[config.mk]
export PLATFORM = sky130hd
export DESIGN_NAME = cpu_btn_entry
export DESIGN_NICKNAME = d
export VERILOG_FILES = /design/src/rtl/cpu_btn_entry.sv
export SDC_FILE = /design/constraint.sdc
export NUM_CORES = 1
export LEC_CHECK = 0
export CAP_MARGIN = 30
export CORE_MARGIN = 3
export CORE_UTILIZATION = 35
export CTS_CLUSTER_SIZE = 14
export DETAILED_ROUTE_END_ITERATION = 16
export PLACE_DENSITY = 0.5
export SETUP_SLACK_MARGIN = 0.1
export SYNTH_ARGS = -nofsm -noshare
export SYNTH_HDL_FRONTEND = slang
export SYNTH_SLANG_ARGS = --single-unit
[constraint.sdc]
create_clock -name clk -period 4.37 [get_ports clk]
set_clock_uncertainty 0.1 [all_clocks]
set_input_delay 0.437 -clock clk [delete_from_list [all_inputs] [get_ports clk]]
set_output_delay 0.437 -clock clk [all_outputs]
set_load 0.05 [all_outputs]
[src/rtl/cpu_btn_entry.sv]
// rtl/cpu_btn_entry.sv - four-button hex entry: sync, debounce, nibble-edit FSM, commit strobe (optional CPU_BTN_AUTOREPEAT_EN)
module cpu_btn_entry #(
  parameter int DEBOUNCE_CYCLES = 250000,
  parameter int CNT_W           = $clog2(DEBOUNCE_CYCLES + 1),
  parameter int REPEAT_DELAY    = 25000000,
  parameter int REPEAT_PERIOD   = 5000000
) (
  input  logic        clk,
  input  logic        reset,
  input  logic [3:0]  btn_n,
  output logic [15:0] entry_value,
  output logic [15:0] committed_value,
  output logic [1:0]  cursor,
  output logic        entry_valid,
  output logic        editing,
  output logic [3:0]  btn_level
);

  typedef enum logic [1:0] {S_IDLE, S_EDIT, S_COMMIT} state_t;

  localparam logic [CNT_W-1:0] DB_LAST = CNT_W'(DEBOUNCE_CYCLES - 1);

  // Reject configurations the debounce and repeat counters cannot honour.
  if (DEBOUNCE_CYCLES < 2 || REPEAT_DELAY < 1 || REPEAT_PERIOD < 1) begin : g_bad_param
    $error("cpu_btn_entry: DEBOUNCE_CYCLES must be >= 2 and repeat timings >= 1");
  end

  state_t           state;
  logic [3:0]       sync1, sync2;
  logic [3:0]       sync;
  logic [CNT_W-1:0] db_cnt [4];
  logic [3:0]       btn_level_d;
  logic [3:0]       press;
  logic             do_inc;

  assign sync = ~sync2;

  function automatic logic [15:0] inc_nibble(input logic [15:0] v, input logic [1:0] c);
    logic [15:0] r;
    r = v;
    r[{c, 2'b00} +: 4] = v[{c, 2'b00} +: 4] + 4'd1;
    return r;
  endfunction

  // Two-flop synchroniser; idles at 1 because the buttons are active low.
  always_ff @(posedge clk or posedge reset) begin
    if (reset) begin
      sync1 <= 4'hF;
      sync2 <= 4'hF;
    end else begin
      sync1 <= btn_n;
      sync2 <= sync1;
    end
  end

  // Per-bit debounce: level flips only after DEBOUNCE_CYCLES consecutive differing samples.
  always_ff @(posedge clk or posedge reset) begin
    if (reset) begin
      btn_level <= 4'b0;
      for (int i = 0; i < 4; i++) db_cnt[i] <= '0;
    end else begin
      for (int i = 0; i < 4; i++) begin
        if (sync[i] == btn_level[i]) begin
          db_cnt[i] <= '0;
        end else if (db_cnt[i] == DB_LAST) begin
          btn_level[i] <= ~btn_level[i];
          db_cnt[i]    <= '0;
        end else begin
          db_cnt[i] <= db_cnt[i] + 1'b1;
        end
      end
    end
  end

  // Registered one-cycle press events on debounced rising edges only.
  always_ff @(posedge clk or posedge reset) begin
    if (reset) begin
      btn_level_d <= 4'b0;
      press       <= 4'b0;
    end else begin
      btn_level_d <= btn_level;
      press       <= btn_level & ~btn_level_d;
    end
  end

`ifdef CPU_BTN_AUTOREPEAT_EN
  localparam int RPT_MAX = (REPEAT_DELAY > REPEAT_PERIOD) ? REPEAT_DELAY : REPEAT_PERIOD;
  localparam int RPT_W   = $clog2(RPT_MAX + 1);

  logic [RPT_W-1:0] rpt_cnt;
  logic             rpt_first;
  logic             rpt_run;
  logic             rpt_fire;

  // Repeat only counts while button 0 is held with no fresh event and no commit in flight.
  always_comb begin
    rpt_run  = btn_level[0] && (state != S_COMMIT) && (press == 4'b0);
    rpt_fire = rpt_run && (rpt_cnt == (rpt_first ? RPT_W'(REPEAT_DELAY - 1) : RPT_W'(REPEAT_PERIOD - 1)));
    do_inc   = press[0] || rpt_fire;
  end

  // Hold timer: restarts on any press, release or commit; first interval is the longer delay.
  always_ff @(posedge clk or posedge reset) begin
    if (reset) begin
      rpt_cnt   <= '0;
      rpt_first <= 1'b1;
    end else if (!rpt_run) begin
      rpt_cnt   <= '0;
      rpt_first <= 1'b1;
    end else if (rpt_fire) begin
      rpt_cnt   <= '0;
      rpt_first <= 1'b0;
    end else begin
      rpt_cnt <= rpt_cnt + 1'b1;
    end
  end
`else
  assign do_inc = press[0];
`endif

  // Edit FSM: one prioritised action per cycle, clear > commit > next > increment.
  always_ff @(posedge clk or posedge reset) begin
    if (reset) begin
      state           <= S_IDLE;
      entry_value     <= 16'h0;
      committed_value <= 16'h0;
      cursor          <= 2'd0;
      entry_valid     <= 1'b0;
      editing         <= 1'b0;
    end else begin
      entry_valid <= 1'b0;
      if (state == S_COMMIT) begin
        state   <= S_IDLE;
        editing <= 1'b0;
      end else if (press[3]) begin
        entry_value <= 16'h0;
        cursor      <= 2'd0;
        if (state == S_EDIT || committed_value != 16'h0) begin
          state   <= S_EDIT;
          editing <= 1'b1;
        end
      end else if (press[2]) begin
        committed_value <= entry_value;
        cursor          <= 2'd0;
        entry_valid     <= 1'b1;
        editing         <= 1'b0;
        state           <= S_COMMIT;
      end else if (press[1]) begin
        cursor <= cursor + 2'd1;
      end else if (do_inc) begin
        entry_value <= inc_nibble(entry_value, cursor);
        state       <= S_EDIT;
        editing     <= 1'b1;
      end
    end
  end

endmodule

==> flow_results.org, run 1 <==
** Power and ir drop
- The analysis attributes to cell leakage a power of 2.97 nW.
- Dividing total power by cell area gives a power density of between 300 and 400 nW/µm².
- Peak supply drop :: 0.256 mV

** Routing
- Dividing the detail-routed via count by the number of cells gives 5.11.
- Routed wire per std cell :: 14.3 µm
- The first TritonRoute pass finished after 4 iterations.
- Total DRC errors in the routed layout :: 0
- Number of nets with antenna violations after routing :: 0
- Sum of routed wire length over all layers :: 12,500 µm
- The final route contains 4,465 vias.
- Number of DRC violations after detailed-routing iteration 0 :: 237

** Timing
- The number of slew-limit violations in the final report is 0.
- At the pin with the least slew margin, the transition time is 0.970 ns.
- Minimum clock period :: around 2.5 ns
- Setup repair after global routing missed its margin :: no
- The number of failing hold endpoints at the final stage came to 0.
- Adding up every negative setup slack in the final design gives 0 ns.
- Dividing the final minimum period by the clock period gives 0.582.
- Slew headroom :: 0.351
- Setup violations remaining at the end of the flow were counted as 0.
- Static timing analysis puts the maximum clock frequency at a little under 0.4 GHz.
- Fin worst setup slack :: 1.83 ns

** Die
- Total die area :: 18,800 µm²
- Die outline height :: 137 µm
- The region available for standard cell placement spans 16,700 µm².
- Count of standard-cell rows :: 47
- Pin placement for this block handled 46 I/O pins.
- Measured along the x axis, the die boundary spans 137 µm.
- Starting density of the core :: 0.360

** Clock tree
- H-tree levels :: 4
- Largest buffer count on any clock path :: 2
- TritonCTS built the clock tree.
- Clock-pin slew was measured on the worst setup and hold paths at 0.06 ns.
- Post-CTS Resized :: 0
- The number of clock buffers added by TritonCTS is 17.
- Number of clock sinks :: 130
- The later pin in the worst-skew pair is clocked with a latency of 0.42 ns.
- CTS Root Buffer Type :: sky130_fd_sc_hd__clkbuf_16
- CTS hold repair buffers :: 0
- Post-CTS repair timing setup buffer count :: 0

** Worst setup path
- R2R Setup Slk :: about 1.8 ns
- Worst reg2reg path depth :: 4
- Startpoint types :: flip-flop
- Crit path to :: state[1]
- The worst register-to-register path ends at state[1].
- Type of element capturing the critical path :: flip-flop
- FF-to-FF Start :: press[3]
- Arr. time, crit path :: 2.75 ns
- The critical path is of the flip-flop to flip-flop type.
- In this run the worst path has a maximum fanout of 18.
- First element of the critical path :: press[3]
- STA puts the critical path data required time at ~4.6 ns.

** Synth
- Yosys instantiated no cell more often than sky130_fd_sc_hd__dfrtp_1.
- Post-Synthesis Cell Area :: 6010 µm²
- The largest total area in the synthesized netlist belongs to sky130_fd_sc_hd__dfrtp_1.
- Syn Nets :: 606
- Flip-flop cell with the highest count after synthesis :: sky130_fd_sc_hd__dfrtp_1
- The average instance in the mapped netlist occupies 10.2 µm².
- By count the netlist is led by sky130_fd_sc_hd__dfrtp_1 (122), sky130_fd_sc_hd__nand2_1 (87), sky130_fd_sc_hd__nor2_1 (62).
- Proportion of synthesized chip area in sequential cells :: 0.543
- Top post-synthesis cells by area :: sky130_fd_sc_hd__dfrtp_1 (51%), sky130_fd_sc_hd__nand2_1 (5.4%), sky130_fd_sc_hd__xnor2_1 (3.9%), sky130_fd_sc_hd__nor2_1 (3.9%), sky130_fd_sc_hd__dfstp_2 (3.5%)
- Portion of synthesized cell area occupied by the leading cell type :: 0.508
- Instance count of the mapped netlist :: 591
- Count of different cell masters after synthesis :: 47
- In this run, synthesis produced a sequential element count of 130.
- Post-synthesis async set-or-reset flop share :: 1.00
- Synth warn :: 0
- Number of flops mapped to enable cells by yosys :: 0

** Cells and area
- Of the cells placed in the final design, the portion with a size suffix greater than 1 is 0.0812.
- The number of antenna diodes in the final layout is 0.
- At the end of the flow the core is filled with cells to 0.432.
- For this run, the number of standard cells in the final layout without fillers is 873.
- At the end of the flow, the number of nets in the layout was 655.
- Once layout is done, the placed cells without fillers occupy between 7000 and 8000 µm².
- Area delta synth->final :: 20.1%

** Placed design
- Setup Slack @ Placement :: 1.83 ns
- At the end of routability-driven placement, the weighted congestion stood at 0.822.
- Cell area after placement :: 6680 µm²
- In this run the tool buffered the top-level ports with 45 buffer cells.
- Half-perimeter wire length after placement :: 8630 µm
- The number of placed instances, taps included, is 841.

** Global route
- Across every metal layer, demand over resource in global routing totals 0.144.
- The via count of the first global-routing pass is about 4,400.
- Overall overflow remaining after global route :: 0
- Pin count of the biggest net entering global routing :: 84
- The first global-routing pass estimated 21,600 µm of wire.
- Initial antenna violation count :: 0

** Outcome
- The run finished with clean final reports.

** Run
- The tool flagged a number of max-cap violations equal to 0.

** Min path
- Path type of the worst min-delay path :: flip-flop to flip-flop
==> cell usage in the layout, fill, tap and decap left out, types with 5 or more instances in the layout <==
master and n:
sky130_fd_sc_hd__a21oi_1 23, sky130_fd_sc_hd__clkbuf_1 6, sky130_fd_sc_hd__clkbuf_16 17, sky130_fd_sc_hd__clkdlybuf4s50_1 45, sky130_fd_sc_hd__clkinv_2 5, sky130_fd_sc_hd__dfrtp_1 122, sky130_fd_sc_hd__dfstp_2 8, sky130_fd_sc_hd__ha_1 9
sky130_fd_sc_hd__inv_1 17, sky130_fd_sc_hd__nand2_1 87, sky130_fd_sc_hd__nand3_1 30, sky130_fd_sc_hd__nand4_1 19, sky130_fd_sc_hd__nor2_1 62, sky130_fd_sc_hd__nor3_1 10, sky130_fd_sc_hd__nor4_1 10, sky130_fd_sc_hd__o211ai_1 5
sky130_fd_sc_hd__o21ai_0 24, sky130_fd_sc_hd__o2bb2ai_1 8, sky130_fd_sc_hd__o31ai_1 10, sky130_fd_sc_hd__or3_1 16, sky130_fd_sc_hd__or4_1 10, sky130_fd_sc_hd__xnor2_1 27, sky130_fd_sc_hd__xor2_1 21
==> logic make-up after synthesis <==
kind of cell	synth area share
buffers and inverters	0.0248
xor gates and xnor gates	0.0700
DFF	0.543
muxes	0.0200
AOI/OAI and AO/OA	0.0931
adders and majority gates	0.0188
and+or+nand+nor	0.230
==> worst max-delay path, cell delays in order (launching register included) <==
cell                       delay, ns
sky130_fd_sc_hd__dfrtp_1        0.60
sky130_fd_sc_hd__nand2b_1       0.17
sky130_fd_sc_hd__nand2b_1       0.55
sky130_fd_sc_hd__clkinv_1       0.62
sky130_fd_sc_hd__a31o_2         0.39
==> worst min path at each step <==
stage,cells past startpoint,startpoint,endpoint
finish,0,sync1[0],sync2[0]
floorplan,0,sync1[0],sync2[0]
global placement,0,sync1[3],sync2[3]
global route,0,sync1[0],sync2[0]
detailed placement,0,sync1[0],sync2[0]
CTS,0,sync1[0],sync2[0]
==> flip-flops by register name (all words and copies together) (netlist names) <==
signal,count
btn_level_d,4
entry_valid,1
cursor,2
press,4
sync2,4
db_cnt,72
btn_level,4
state,2
sync1,4
committed_value,16
entry_value,16
editing,1
==> power breakdown <==
| part | switching (W) | internal (W) |
|---|---|---|
| Sequential | 0.00000979 | 0.00122 |
| Combinational | 0.0000454 | 0.0000189 |
| Clock | 0.000498 | 0.000806 |
==> layer usage <==
layer / vias to the layer above / global-route usage / wire, µm
met4: 0 / 0.0499 / 155
met1: 2189 / 0.192 / 6150
met3: 11 / 0.0415 / 519
met2: 75 / 0.226 / 5670
li1: 2190 / - / -
met5: - / 0 / 0
==> layout make-up <==
| cell class | count | area, µm² |
|---|---|---|
| multi-input cells | 426 | 2590 |
| repair buffers | 46 | 470 |
| flip-flops and latches | 130 | 3260 |
| clock inverters | 7 | 62.6 |
| clock buffers | 25 | 475 |
| fillers | 1607 | 9490 |
| inverters | 19 | 73.8 |
| well taps | 220 | 275 |
==> per-stage QoR <==
stage	power (W)	hold WS (ns)
floorplan	0.00130	0.245
global placement	0.00132	0.245
detailed placement	0.00132	0.247
CTS	0.00263	0.255
global route	0.00271	0.258
finish	0.00260	0.254
Note: power is estimated with default switching activity, not from simulation.
==> run 2: changes to the inputs <==
clock period = 2.65 ns   (was 4.37 ns; I/O delays follow)
==> flow_results.org, run 2 (synthesis results as in run 1) <==
** Routing
- The per-cell routed wire length was 14.4 µm (+0.43%).
- Number of DRC violations after detailed-routing iteration 0 :: 314 (+32%)
- The total number of vias was 4,501 (+0.81%).
- Sum of routed wire length over all layers :: 12,700 µm (+1.2%)
- Number of nets with antenna violations after routing :: 0 (unchanged)
- The detail-routed via count per cell was 5.11 (about the same).
- Length of the first detailed-routing pass in iterations :: 4 (unchanged)
- The number of design rule violations left after detail routing is 0 (unchanged).

** Clock tree
- CTS Root Buffer Type :: sky130_fd_sc_hd__clkbuf_16
- The number of sinks handled by clock tree synthesis is 130 (unchanged).
- The total setup buffers inserted after CTS is 0 (unchanged).
- The CTS buffer count came to 17 (unchanged).
- Post-CTS Resized :: 0 (unchanged)
- Clk slew on worst S/H paths :: 0.06 ns (about the same)
- Largest buffer count on any clock path :: 2 (unchanged)
- H-tree levels :: 4 (unchanged)
- CTS hold repair buffers :: 0 (unchanged)
- TritonCTS built the clock tree.
- The source-to-sink clock delay at the later pin of the worst-skew pair was 0.42 ns (about the same).

** Timing
- Min Hold Slack :: 0.152 ns (-0.103 ns)
- Final hold violation count :: 0 (unchanged)
- Minimum clock period :: around 2.3 ns
- The number of failing setup endpoints in the final timing report was 0 (unchanged).
- The number of slew-limit violations in the final report came to 0 (unchanged).
- Maximum clock frequency :: 0.428 GHz
- Ratio of final minimum period to clock period :: 0.882
- Slew headroom :: 0.645 (+0.294)
- The total negative slack for setup checks was 0 ns (unchanged).
- The slew at the pin closest to its max-slew limit came to 0.531 ns (-0.439 ns).
- Setup repair after global routing left no endpoint under its margin.

** Cells and area
- The number of nets in the layout is 662 (+1.1%).
- Final design area excluding fillers :: 7310 µm² (+1.3%)
- The final core area utilization came to 0.438 (+0.00569).
- Max FFs per register :: 72 (unchanged)
- The fraction of final layout cells with drive strength greater than 1 came to 0.0985 (+0.0173).
- Most common cell after layout, fill and taps aside :: sky130_fd_sc_hd__dfrtp_1
- In the final layout, the registers with the most flip-flops are db_cnt (72), committed_value (16), entry_value (16).
- The antenna diode count came to 0 (unchanged).
- db_cnt holds more flip-flops than any other register.
- The final cell count without fillers was 880 (+0.80%).
- From synthesis to final layout, the design area changed by 21.7%.
- Most frequent cells in the layout :: sky130_fd_sc_hd__dfrtp_1 (122), sky130_fd_sc_hd__nand2_1 (87), sky130_fd_sc_hd__nor2_1 (62), sky130_fd_sc_hd__clkdlybuf4s50_1 (45), sky130_fd_sc_hd__nand3_1 (30)

** Global route
- Initial antenna violation count :: 0 (unchanged)
- The total overflow reported by the global router was 0 (unchanged).
- The via count of the first global-routing pass is 4,426 (-0.43%).
- The first-pass GRT wire length came to 21,500 µm (-0.19%).
- Pin count of the biggest net entering global routing :: 73 (-13%)
- Total routing resource utilization after global routing :: 0.145 (+0.000222)

** Outcome
- Result of the run :: completed

** Die
- The height of the die came to 137 µm (unchanged).
- Count of standard-cell rows :: 47 (unchanged)
- Die W :: 137 µm (unchanged)
- Starting density of the core :: 0.360 (unchanged)
- The I/O pin total was 46 (unchanged).
- Total die area :: 18,800 µm² (unchanged)
- The core area came to 16,700 µm² (unchanged).

** Placed design
- Total placed cells including tap cells :: 848 (+0.83%)
- Number of input and output port buffers inserted :: 45 (unchanged)
- Last weighted congestion value of the routability-driven placer :: 0.793 (-3.5%)
- Half-perimeter wire length after placement :: 8840 µm (+2.5%)
- The standard cell area after detailed placement was 6740 µm² (+0.99%).

** Worst setup path
- STA classifies the critical path endpoint as a primary output.
- CP Buf/Inv Count :: 1 (unchanged)
- Cell with the largest stage delay on the worst path :: sky130_fd_sc_hd__clkdlybuf4s50_1
- Largest stage delay on the critical path :: 0.92 ns (+0.30 ns)
- Broken down by cell family, the worst path's largest delay share belongs to buffers and inverters.
- The critical-path maximum fanout was 12 (-6).
- The data required time at the worst endpoint came to 2.29 ns (-2.28 ns).
- Startpoint types :: flip-flop
- Critical-path cell list :: clkdlybuf4s50_1
- Category of the most critical setup path :: flip-flop to primary output
- The data arrival at the endpoint of the critical path was 1.97 ns (-0.78 ns).

** Run
- The number of max-capacitance violations reported is 0 (unchanged).

** Power and ir drop
- The power per cell area is 595 nW/µm² (+65%).
- The worst ir drop on vdd came to 0.440 mV (+72%).
- Leakage power of the design :: 3.01 nW (+1.2%)

** Min path
- The tightest min-delay check is of the input port to flip-flop type.
==> run 2: cell count changes in the layout (fill, tap and decap cells not counted) <==
cell	before	now
sky130_fd_sc_hd__clkbuf_1	6	1
sky130_fd_sc_hd__inv_4	1	0
sky130_fd_sc_hd__clkinv_4	0	4
sky130_fd_sc_hd__buf_12	1	2
sky130_fd_sc_hd__clkinv_2	5	3
sky130_fd_sc_hd__buf_4	0	6
sky130_fd_sc_hd__clkinvlp_4	1	5
==> run 2: where the power goes <==
| group | switching, W | internal (W) |
|---|---|---|
| Sequential | 0.0000161 | 0.00201 |
| Combinational | 0.0000769 | 0.0000385 |
| Clock | 0.000872 | 0.00134 |
| Total | 0.000965 | 0.00339 |
==> run 2: final timing paths <==
| path | startpoint | endpoint | slack [ns] | cells after the start |
|---|---|---|---|---|
| worst max-delay path | cursor[0] | cursor[0] | 0.31 | 1 |
| worst min-delay path | btn_n[0] | sync1[0] | 0.15 | 1 |
| worst max register to register | cursor[0] | entry_value[14] | 0.49 | 4 |
| worst min register to register | sync1[3] | sync2[3] | 0.26 | 0 |
| max in group asynchronous | reset | sync2[3] | 1.86 | 3 |
| min in group asynchronous | reset | btn_level[0] | 0.21 | 3 |
==> run 2: per-layer routing <==
metal  GRT usage  part of all wire  vias to the layer above
li1            -                 -                     2192
met5           0                 0                        -
met2       0.225              0.46                       74
met4      0.0626             0.020                        0
met1       0.191              0.48                     2218
met3      0.0368             0.044                       17
==> run 2: per-stage QoR <==
step	worst slack, ns	power (W)
3_3_place_gp	0.517	0.00218
5_1_grt	0.203	0.00453
6_report	0.312	0.00435
4_1_cts	0.239	0.00444
2_1_floorplan	0.336	0.00214
3_5_place_dp	0.465	0.00218
==> run 2: cell type report <==
class                      count  area, µm²
multi-input combinational    426       2590
timing repair buffer          53        536
clock buffer                  20        457
tap                          220        275
fill                        1625       9390
sequential                   130       3260
inverter                      19       75.1
clock inverter                12        110
==> run 3: changes to the inputs <==
GPL_TIMING_DRIVEN = 0   (was unset)
==> flow_results.org, run 3 (synthesis results as in run 1) <==
** Worst setup path
- Reg-to-Reg End :: entry_value[6]
- The critical path ends at entry_value[6].
- FF-to-FF Start :: cursor[0]
- First element of the critical path :: cursor[0]
- STA classifies the critical path endpoint as a flip-flop.
- The data required time at the worst endpoint is 2.83 ns (+0.54 ns).
- R2R Setup Slk :: 0.35 ns (-0.14 ns)
- Category of the most critical setup path :: flip-flop to flip-flop
- Worst reg2reg path depth :: 5 (+1)
- Worst Path Max Fanout :: 9 (-3)
- STA classifies the critical path startpoint as a flip-flop.
- Arr. time, crit path :: 2.48 ns (+0.51 ns)

** Timing
- The number of slew-limit violations in the final report is 0 (unchanged).
- # setup viols final :: 0 (unchanged)
- The slew at the pin closest to its max-slew limit came to 0.569 ns (+0.0383 ns).
- The final critical delay including setup and external delays was 2.30 ns (-0.0332 ns).
- Final hold violation count :: 0 (unchanged)
- The smallest hold slack was 0.0637 ns (-0.0880 ns).
- The final clock period utilization by the worst path is 0.870 (-0.0125).
- The worst slew margin relative to its limit came to 0.619 (-0.0257).
- Total Negative Setup Slacks :: 0 ns (unchanged)
- Setup repair after global routing missed its margin :: no
- Maximum clock frequency :: 0.434 GHz (+1.4%)

** Routing
- Routed wire per std cell :: 14.2 µm (-1.3%)
- Via-per-instance ratio :: 5.08 (-0.60%)
- The routed wire length is 12,600 µm (about the same).
- Length of the first detailed-routing pass in iterations :: 4 (unchanged)
- The total number of vias was 4,530 (+0.64%).
- Total DRC errors in the routed layout :: 0 (unchanged)
- The number of DRC markers in iteration 0 was 257 (-18%).
- The number of nets still failing antenna checks after routing came to 0 (unchanged).

** Cells and area
- The fraction of final layout cells with drive strength greater than 1 is 0.101 (+0.00286).
- Leaving out fill and tap cells, the most frequent cells in the layout are sky130_fd_sc_hd__dfrtp_1 (122), sky130_fd_sc_hd__nand2_1 (87), sky130_fd_sc_hd__nor2_1 (62), sky130_fd_sc_hd__clkdlybuf4s50_1 (45), sky130_fd_sc_hd__nand3_1 (30).
- From synthesis to final layout, the design area changed by 23.7%.
- Final cell count without fillers :: 891 (+1.3%)
- The flip-flop count of the largest register after layout was 72 (unchanged).
- The library cell used most frequently in the layout, excluding fill and tap cells, is sky130_fd_sc_hd__dfrtp_1.
- Top flop regs :: db_cnt (72), committed_value (16), entry_value (16)
- The number of fillers in the final layout is 1,638 (+0.80%).
- Register containing the most flip-flops in the final layout :: db_cnt
- Total Nets Final :: 673 (+1.7%)
- ANT cells :: 0 (unchanged)
- The final core area utilization is 0.445 (+0.00704).

** Global route
- Overall overflow remaining after global route :: 0 (unchanged)
- The number of antenna violations at the first check in global routing was 0 (unchanged).
- Total routing resource utilization after global routing :: 0.148 (+0.00294)
- Pin count of the biggest net entering global routing :: 43 (-41%)
- The first-pass GRT wire length is 22,000 µm (+2.1%).
- Number of global-route vias before repair :: 4,486 (+1.4%)

** Die
- The height of the die was 137 µm (unchanged).
- The chip width is 137 µm (unchanged).
- The I/O pin total came to 46 (unchanged).
- Area of the core :: 16,700 µm² (unchanged)
- The die outline area was 18,800 µm² (unchanged).
- Count of standard-cell rows :: 47 (unchanged)
- Starting density of the core :: 0.360 (unchanged)

** Power and ir drop
- Switching component of the power :: 0.000936 W (-3.0%)
- Sw Ratio :: 0.204 (-0.0178)
- The power per cell area came to 618 nW/µm² (+3.7%).
- The leakage power was 3.07 nW (+2.3%).
- Sequential cell fraction of total power :: 0.442 (-0.024)
- Clock power frac :: 0.532 (+0.025)
- The total power draw is 0.00459 W (+5.4%).
- Combinational share of power :: 0.026 (about the same)
- The worst ir drop on vdd came to 0.441 mV (+0.23%).
- The internal power component was 0.00365 W (+7.8%).

** Clock tree
- Source-to-sink clock delay at the later pin of the worst-skew pair :: 0.42 ns (about the same)
- The H-tree depth came to 4 (unchanged).
- Post-CTS repair timing setup buffer count :: 0 (unchanged)
- TritonCTS built the clock tree.
- Number of clock sinks :: 130 (unchanged)
- CTS Root Buffer Type :: sky130_fd_sc_hd__clkbuf_16
- The clock transition at the registers of the reported paths came to 0.06 ns (about the same).
- Clock buffers created by TritonCTS :: 17 (unchanged)
- The maximum root-to-sink buffer count was 2 (unchanged).

** Placed design
- The last weighted congestion value of the routability-driven placer is 0.810 (+2.2%).
- Half-perimeter wire length after placement :: 9070 µm (+2.6%)
- Total placed cells including tap cells :: 859 (+1.3%)
- The count of input and output buffers came to 45 (unchanged).

** Run
- Number of maximum-capacitance constraint violations :: 0 (unchanged)

** Min path
- Path type of the worst min-delay path :: input port to async pin

** Outcome
- Result of the run :: completed
## run 3: metrics by stage
| stage | area (µm²) | worst slack (ns) |
|---|---|---|
| 2_1_floorplan | 6010 | 0.336 |
| 5_1_grt | 7430 | 0.131 |
| 3_3_place_gp | 6740 | -0.528 |
| 3_5_place_dp | 6800 | 0.258 |
| 4_1_cts | 7420 | 0.247 |
| 6_report | 7430 | 0.345 |
## run 3: worst min path at each step
stage	slack (ns)	end	cells past startpoint
after floorplan	0.17	sync1[0]	0
after global placement	0.25	sync2[3]	0
after detailed placement	0.25	sync2[0]	0
after CTS	0.05	btn_level_d[0]	2
after global routing	0.07	btn_level_d[0]	2
final	0.06	btn_level_d[0]	2
## run 3: worst max-delay path, cell delays in order (launching register included)
cell and delay, ns:
sky130_fd_sc_hd__dfrtp_1 0.41, sky130_fd_sc_hd__buf_2 0.27, sky130_fd_sc_hd__mux4_2 0.62, sky130_fd_sc_hd__ha_1 0.23, sky130_fd_sc_hd__xnor2_1 0.37, sky130_fd_sc_hd__o21ai_0 0.16
## run 3: layer usage
metal	share of wire	track usage	vias up
li1	-	-	2221
met1	0.48	0.200	2219
met2	0.46	0.225	71
met3	0.040	0.0415	19
met4	0.019	0.0565	0
met5	0	0	-
## run 3: repair_timing
item | 4_1_cts | 5_1_grt
resized for setup | 0 | 1
hold buffers | 0 | 0
hold endpoints to repair | 0 | 0
endpoints found under the setup margin | 0 | 10
## run 3: layout make-up
class	count	area, µm²	area share
sequential	130	3260	0.439
multi-input combinational	426	2600	0.350
timing repair buffer	48	510	0.0687
clock buffer	23	498	0.0670
tap	220	275	0.0371
clock inverter	9	126	0.0170
buffer	16	77.6	0.0104
inverter	19	75.1	0.0101
## run 3: power groups by stage
stage | Clock [W] | Combinational, W | Sequential, W
after global routing | 0.00260 | 0.000138 | 0.00203
after floorplan | 0 | 0.0000784 | 0.00206
final | 0.00244 | 0.000117 | 0.00203
after detailed placement | 0 | 0.000122 | 0.00206
after CTS | 0.00251 | 0.000123 | 0.00203
after global placement | 0 | 0.000110 | 0.00206
